`src/rtl/mux_rr_scheduler.sv`:
```
// -----------------------------------------------------------------------------
// mux_rr_scheduler
//
// Round-robin scheduler that time-shares the 8:1 select mux among eight
// requesters. One requester is granted at a time, for a programmable number of
// cycles. The mux uses a reversed mapping: select value 7-k routes input k.
//
// Ports:
//   clk         - rising-edge clock
//   rst_n       - asynchronous active-low reset
//   en_i        - scheduler enable; low blocks new grants and aborts the
//                 current one
//   req_i       - request vector, bit k asks for mux input k
//   hold_len_i  - grant length in cycles, sampled when the grant is issued
//                 (0 is treated as 1)
//   sel_o       - registered mux select, 7-k while requester k is granted;
//                 keeps its last value when no grant is active
//   gnt_o       - registered one-hot grant
//   busy_o      - high while a grant is being held
//   done_o      - one-cycle pulse in the cycle after a grant ends
// -----------------------------------------------------------------------------
module mux_rr_scheduler #(
    parameter int HOLD_W = 4
) (
    input  logic              clk,
    input  logic              rst_n,
    input  logic              en_i,
    input  logic [7:0]        req_i,
    input  logic [HOLD_W-1:0] hold_len_i,
    output logic [2:0]        sel_o,
    output logic [7:0]        gnt_o,
    output logic              busy_o,
    output logic              done_o
);

    typedef enum logic [0:0] {
        IDLE = 1'b0,
        HOLD = 1'b1
    } state_t;

    localparam logic [HOLD_W-1:0] CNT_ONE  = HOLD_W'(1);
    localparam logic [HOLD_W-1:0] CNT_ZERO = HOLD_W'(0);

    state_t            state_q, state_d;
    logic [2:0]        last_q,  last_d;
    logic [HOLD_W-1:0] cnt_q,   cnt_d;
    logic [2:0]        sel_q,   sel_d;
    logic [7:0]        gnt_q,   gnt_d;
    logic              busy_q,  busy_d;
    logic              done_q,  done_d;

    logic [2:0]        winner_s;
    logic              found_s;
    logic [2:0]        idx_s;
    logic [HOLD_W-1:0] hold_eff_s;

    // Round-robin search starting just above the last served index.
    // The loop walks from the farthest candidate to the nearest so the nearest
    // requesting index overwrites the others; offset 8 wraps to last_q itself,
    // giving the requester just served the lowest priority.
    always_comb begin
        winner_s = 3'd0;
        found_s  = 1'b0;
        idx_s    = 3'd0;
        for (int i = 8; i >= 1; i--) begin
            idx_s = last_q + 3'(i);
            if (req_i[idx_s]) begin
                winner_s = idx_s;
                found_s  = 1'b1;
            end else begin
                winner_s = winner_s;
            end
        end
    end

    // A zero hold length still yields a one-cycle grant.
    always_comb begin
        if (hold_len_i == CNT_ZERO) begin
            hold_eff_s = CNT_ONE;
        end else begin
            hold_eff_s = hold_len_i;
        end
    end

    // Next-state and registered-output decode.
    always_comb begin
        state_d = state_q;
        last_d  = last_q;
        cnt_d   = cnt_q;
        sel_d   = sel_q;
        gnt_d   = gnt_q;
        busy_d  = busy_q;
        done_d  = 1'b0;
        case (state_q)
            IDLE: begin
                gnt_d  = 8'h00;
                busy_d = 1'b0;
                if (en_i && found_s) begin
                    state_d = HOLD;
                    gnt_d   = 8'h01 << winner_s;
                    sel_d   = 3'd7 - winner_s;
                    last_d  = winner_s;
                    cnt_d   = hold_eff_s;
                    busy_d  = 1'b1;
                end else begin
                    state_d = IDLE;
                end
            end
            HOLD: begin
                // last_q holds the index of the requester currently granted.
                if ((cnt_q == CNT_ONE) || !req_i[last_q] || !en_i) begin
                    state_d = IDLE;
                    gnt_d   = 8'h00;
                    busy_d  = 1'b0;
                    done_d  = 1'b1;
                    cnt_d   = CNT_ZERO;
                end else begin
                    cnt_d   = cnt_q - CNT_ONE;
                end
            end
            default: begin
                state_d = IDLE;
                gnt_d   = 8'h00;
                busy_d  = 1'b0;
                cnt_d   = CNT_ZERO;
            end
        endcase
    end

    // State and output registers.
    always_ff @(posedge clk or negedge rst_n) begin
        if (!rst_n) begin
            state_q <= IDLE;
            last_q  <= 3'd7;
            cnt_q   <= CNT_ZERO;
            sel_q   <= 3'd0;
            gnt_q   <= 8'h00;
            busy_q  <= 1'b0;
            done_q  <= 1'b0;
        end else begin
            state_q <= state_d;
            last_q  <= last_d;
            cnt_q   <= cnt_d;
            sel_q   <= sel_d;
            gnt_q   <= gnt_d;
            busy_q  <= busy_d;
            done_q  <= done_d;
        end
    end

    assign sel_o  = sel_q;
    assign gnt_o  = gnt_q;
    assign busy_o = busy_q;
    assign done_o = done_q;

endmodule

```
`config.mk`:
```
export PLATFORM = sky130hd
export DESIGN_NAME = mux_rr_scheduler
export DESIGN_NICKNAME = d
export VERILOG_FILES = /design/src/rtl/mux_rr_scheduler.sv
export SDC_FILE = /design/constraint.sdc
export NUM_CORES = 1
export LEC_CHECK = 0
export CORE_MARGIN = 2
export CORE_UTILIZATION = 45
export CTS_CLUSTER_SIZE = 25
export DETAILED_ROUTE_END_ITERATION = 10
export PLACE_DENSITY = 0.77
export SYNTH_ARGS = -nofsm -noshare
export SYNTH_HDL_FRONTEND = slang
export SYNTH_SLANG_ARGS = --single-unit
export TNS_END_PERCENT = 50
```
`constraint.sdc`:
```
create_clock -name clk -period 9.35 [get_ports clk]
set_input_delay 1.87 -clock clk [delete_from_list [all_inputs] [get_ports clk]]
set_output_delay 1.87 -clock clk [all_outputs]
set_load 0.03 [all_outputs]
```
* After elaboration in Yosys (flattened, before gate mapping)
Index checks and enable logic that the tools add are counted.
Storage, ports and cells: bits in registers 21, input port bits 15, output and inout bits 13, word-level logic and storage cells 82
Cells by class: add/subtract/negate cells 9, $lt $le $gt $ge 8, equality and inequality tests 3, shift operators 1, muxes and demuxes 46, bitwise operators 1, reduce and logical (&&, ||, !) cells 7
Operators with widths (number):
- less-than comparator 3 x 4 -> 1 bit, second input constant | 8
- binary-select mux 1 bit (select 3 bit) | 8
- two-way mux 3 bit | 8
- two-way mux 1 bit | 21
- two-way mux 8 bit | 2
- case mux 8 bit (2 select lines) | 1
- adder 3 bit, second input constant | 4
- two-way mux 4 bit | 3
- case mux 4 bit (2 select lines) | 1
- left shift 1 x 3 -> 8 bit, first input constant | 1
- adder 3 x 2 -> 3 bit, second input constant | 2
- == test 4 x 1 -> 1 bit, second input constant | 1
- logical NOT 4 bit | 1
- case mux 1 bit (2 select lines) | 2
- subtractor 4 x 1 -> 4 bit, second input constant | 1
- adder 3 x 1 -> 3 bit, second input constant | 1
- subtractor 3 bit, first input constant | 1
- logical NOT 1 bit | 2
- logical OR 1 bit | 2
- inequality test 2 x 1 -> 1 bit, second input constant | 1
- inequality test 2 bit, second input constant | 1
- AND reduction 2 bit | 1
- logical AND 1 bit | 1
- inverter 1 bit | 1

* Logic depth before layout (Yosys ltp)
word-level depth 13, mapped depth 13, gate-level depth less buffers 9

* Least setup slack after synthesis
Ideal clock, no wire load.
kind input port to flip-flop, start point input req_i[6], end point register sel_q[0] (netlist: sel_o[0]), setup time 0.125 ns, data arrival time 3.968 ns, data required time 9.225 ns, path slack 5.257 ns, stages on the path 7, buffers on the path 2, cells stage by stage clkbuf_1 -> mux4_2 -> or4_1 -> o31a_1 -> nand2b_2 -> buf_4 -> mux2_2
On the way: longest elaborated chain between the ends 12, elaborated cells on any way between the ends 35, those cells by class add/sub (1); mux (32); reduce/logical (2)
RTL lines:
- from (decl) | line 28 | input logic [7:0] req_i,
- parallel branches: the longest is 12 deep, another holds subtractor 3 bit
- to (signal assigned) | line 144 | sel_q <= sel_d;
- to (decl) | line 47 | logic [2:0] sel_q, sel_d;
Parallel ways; which one is timed is not known. The select of a mux whose other input is x is not followed. A chain may end at the register's enable or synchronous reset.

* Final worst setup path
start point input req_i[3], end point register gnt_q[5] (netlist: gnt_o[5])
On the way: longest elaborated chain between the ends 13, elaborated cells on any way between the ends 40, those cells by class eq/ne (1); shift (1); mux (34); reduce/logical (4)
RTL lines:
- binary-select mux 1 bit (select 3 bit) | line 67, 111
- two-way mux 1 bit (implied by the code) | line 67, 111
- two-way mux 3 bit / two-way mux 1 bit (equally long branches) (8 in series) | line 67 | if (req_i[idx_s]) begin
- left shift 1 x 3 -> 8 bit / logical AND 1 bit (equally long branches) | line 100, 98
- two-way mux 8 bit | line 98 | if (en_i && found_s) begin
- case mux 8 bit (2 select lines) | line 94 | case (state_q)
- to (signal assigned) | line 145 | gnt_q <= gnt_d;
- to (decl) | line 48 | logic [7:0] gnt_q, gnt_d;
Several ways; a longest one is shown, not always the timed one. The select of a mux whose other input is x is not followed.

==> impl.org <==
** Synthesis
- Most area-consuming cells after synthesis :: sky130_fd_sc_hd__dfrtp_1 23%, sky130_fd_sc_hd__mux4_2 13%, sky130_fd_sc_hd__mux2_2 9.8%
- Flip-flop and latch count after synthesis :: 21
- Of the post-synthesis cell area, the dominant cell type holds 0.2300.
- After technology mapping, the gate count stands at 200.
- Syn Nets :: between 200 and 250
- Fraction of the yosys area taken by sequential cells :: 0.2703
- For this run, asynchronously set or reset flops after synthesis account for 1.000.
- Count of different cell masters after synthesis :: 51
- The synthesized design contains 0 enable-type register cells.
- Library cell with the largest summed area after synthesis :: sky130_fd_sc_hd__dfrtp_1
- The mapped netlist covers roughly 0.0020 mm2.
- Mean post-synth cell area :: between 9 and 10 um2
- Among all flip-flop cells after synthesis, the most frequent one is sky130_fd_sc_hd__dfrtp_1.
- Count of yosys warnings during synthesis :: 0

** Run status
- Status :: finished clean

** Pwr
- Internal portion of total power :: 0.4812 mW
- Psw :: between 0.4 and 0.5 mW
- Logic pwr share :: 0.722
- The share of total power dissipated in the clock network is 0.062.
- Part of the power in registers :: 0.216
- Switching portion of total power :: 0.5028
- IR analysis of the VDD net gives a maximum drop of about 0.00028 V.
- PnR Total Power :: between 0.9 and 1 mW
- Power density over cell area :: between 400 and 500 mW/mm2
- Leakage dissipation :: 0.9023 nW

** Clock network
- Clock latency at the later pin of the worst-skew pair :: about 0.26 ns
- In this run, post-CTS repair resized a total of 0 instances.
- TritonCTS created 3 clock buffers.
- Buffers inserted by post-CTS timing repair :: 0
- Number of clock sinks :: 21
- Worst-path clk slew :: 0.08 ns
- Total number of H-tree levels :: 1
- Clock root buffer :: sky130_fd_sc_hd__clkbuf_8
- TritonCTS clock tree :: done
- Number of buffers inserted for hold repair after clock tree synthesis :: 0
- Counting along the longest clock path gives a buffer depth of 2.

** Cells and area
- Filler cell count in the final layout :: 383
- Share of layout cells above drive strength 1 :: 0.1872
- The area growth from synthesis to layout is 15.53%.
- N_diodes :: 0
- Area of the multi-input gates :: between 0.001 and 0.0015 mm2
- Once layout is complete, the utilization of the core stands at 0.5536.
- Area taken by flip-flops and latches :: 529.3 um2
- The net count of the finished layout is roughly 240.

** Worst setup path
- For this design, the slowest cell found on the critical path is sky130_fd_sc_hd__mux4_2.
- Startpoint types :: primary input
- Cells traversed along the worst timing path :: clkdlybuf4s50_1 -> mux4_2 -> or4_1 -> o31a_1 -> nand2b_2 -> a21oi_1 -> a32o_1
- Data arrives at the worst endpoint at 4.63 ns.
- Top Family by Delay on Critical Path :: compound AO/OA/AOI/OAI gates
- By startpoint and endpoint, the worst setup path is classified as primary input to flop.
- Number of buffer and inverter stages on the critical path :: 1
- In this design, the stage delay of the slowest critical-path cell is roughly 0.6 ns.
- STA puts the critical path data required time at around 9.5 ns.
- The worst setup path is captured at a flop.
- Of all nets on the critical path, the largest fanout is 12.

** Placed design
- Number of input and output port buffers inserted :: 27
- The wire-length estimate of the detail-placed layout is ~3500 um.
- At the end of routability-driven placement, the weighted congestion stood at a little under 0.9.

** Timing
- Post-Route Setup TNS :: 0 ns
- Pins Over Slew Limit :: 0
- Number of hold violations in the final report :: 0
- In the finished design, the share of the clock period the worst path needs comes to 0.4784.
- Setup repair after global routing left no endpoint under its margin.
- Worst rel slew slack :: 0.3828
- On the final layout, the worst hold slack is roughly 0.5 ns.
- Peak clock frequency supported by timing :: roughly 0.22 GHz
- Number of setup violations in the final report :: 0
- Slew at the pin closest to its max-slew limit :: ~0.92 ns
- Tmin final :: roughly 4.5 ns
- Between clock sinks in the finished design, the worst skew comes to ~0.004 ns.

** Route
- Routed via count divided by cell count :: 6.253
- Across all layers, the routed design uses 1682 vias.
- Number of remaining DRC errors :: 0
- Number of design-rule violations left by the first detailed-router iteration :: around 100
- The pre-antenna-repair detailed-routing pass consisted of 4 iterations.
- Dividing the detail-routed wire length by the instance count gives 17.24 um.
- Summed over all layers, the routed wires come to ~4600 um.
- Number of nets with antenna violations after detailed routing :: 0

** Global route
- The initial antenna violation count was 0.
- Entering global routing, the biggest net connects 30 pins.
- For this run the aggregate overflow at the end of global routing stands at 0.
- For this run, the total global-route usage over all layers was measured as 0.1960.
- Number of global-route vias before repair :: between 1500 and 2000
- Global-route wire length before repair :: roughly 7900 um

** Floorplanning
- Die ar. :: slightly below 0.005 mm2
- Die X :: between 60 and 70 um
- Starting utilization of the core area :: 0.4792
- Site Rows :: 23
- After floorplanning, the core was sized to cover ~0.0041 mm2.
- Count of pins on the block boundary :: 28
- Vertical die dimension :: roughly 70 um

** Job
- Max cap viols :: 0

** Hold path
- Class of the most critical hold timing path :: flop to flop
area by class of cell:
type	instances	share of cell area
clock inverters	1	0.002212
well taps	50	0.02765
multi-input cells	158	0.5835
clock buffers	3	0.01825
flip-flops and latches	21	0.2340
repair buffers	27	0.1195
inverters	9	0.01493
layout by cell type (no fill, tap or decap), drive strengths merged, types with 3 or more instances in the layout:
master / n
a21oi: 7
a32o: 4
clkbuf: 3
clkdlybuf4s50: 27
dfrtp: 18
dfstp: 3
ha: 4
inv: 9
mux2: 17
mux2i: 15
mux4: 11
nand2: 25
nor2: 14
nor3: 7
o211ai: 3
o21ai: 8
o22ai: 3
o31ai: 4
xnor2: 3
power groups by stage:
stage	Combinational [mW]	Sequential, mW	Clock [mW]
floorplan	0.544	0.211	0
CTS	0.698	0.208	0.0608
global route	0.763	0.218	0.0657
global placement	0.681	0.207	0
finish	0.699	0.209	0.0604
detailed placement	0.696	0.210	0
kinds of logic (layout without fill, tap and decap cells):
| family | count (synthesis) | after routing | synth area share |
|---|---|---|---|
| AOI/OAI and AO/OA | 48 | 48 | 0.1847 |
| xor gates and xnor gates | 5 | 5 | 0.02620 |
| adders and majority gates | 4 | 4 | 0.02556 |
| buffers and inverters | 21 | 40 | 0.05559 |
| DFF | 21 | 21 | 0.2703 |
| muxes | 43 | 43 | 0.3010 |
| and+or+nand+nor | 58 | 58 | 0.1367 |
metal layers:
layer | GRT usage | wire length (um) | share of wire
met5 | 0 | 0 | 0
met4 | 0.06624 | 54 | 0.012
met3 | 0.02165 | 199 | 0.043
met2 | 0.3132 | 2280 | 0.49
met1 | 0.2760 | 2104 | 0.45
path summary, 6_finish.rpt:
check | startpoint | end | slack [ns] | cells past startpoint
setup reg to reg | last_q[0]$_DFFE_PN1P_ | gnt_o[5]$_DFFE_PN0P_ | 5.02 | 8
hold reg to reg | busy_o$_DFFE_PN0P_ | busy_o$_DFFE_PN0P_ | 0.49 | 2
max in group asynchronous | rst_n | gnt_o[2]$_DFFE_PN0P_ | 6.67 | 1
hold / removal | busy_o$_DFFE_PN0P_ | busy_o$_DFFE_PN0P_ | 0.49 | 2
setup / recovery | req_i[3] | gnt_o[5]$_DFFE_PN0P_ | 4.88 | 7
min in group asynchronous | rst_n | gnt_o[3]$_DFFE_PN0P_ | 2.12 | 1
registers in the layout, summed over array words and instances, names as in the netlist:
name	count
gnt_o	8
done_o	1
cnt_q	4
state_q	1
last_q	3
busy_o	1
sel_o	3
worst reg2reg max path: cells and delay by family (launching register included):
| family | cells | cell delay, ns |
|---|---|---|
| muxes | 1 | 0.66 |
| adders and majority gates | 1 | 0.73 |
| and+or+nand+nor | 2 | 0.77 |
| DFF | 1 | 0.96 |
| buffers and inverters | 1 | 0.30 |
| AOI/OAI and AO/OA | 3 | 0.80 |
cell usage after synthesis (6+ instances only):
library cell               n
sky130_fd_sc_hd__inv_1     9
sky130_fd_sc_hd__dfrtp_1  18
sky130_fd_sc_hd__nor3_1    7
sky130_fd_sc_hd__o21ai_0   6
sky130_fd_sc_hd__buf_2     6
sky130_fd_sc_hd__mux4_2   11
sky130_fd_sc_hd__a21oi_1   7
sky130_fd_sc_hd__mux2i_1  15
sky130_fd_sc_hd__nor2_1   14
sky130_fd_sc_hd__mux2_2   17
sky130_fd_sc_hd__nand2_1  25
stage by stage:
| stage | worst slack, ns | instances | cell area (um2) |
|---|---|---|---|
| after floorplan | 5.257 | 200 | 1958 |
| after global placement | 4.695 | 265 | 2216 |
| after detailed placement | 4.619 | 265 | 2216 |
| after CTS | 4.878 | 269 | 2262 |
| after global routing | 4.720 | 269 | 2262 |
| final | 4.877 | 269 | 2262 |
(Power assumes the default switching activity.)
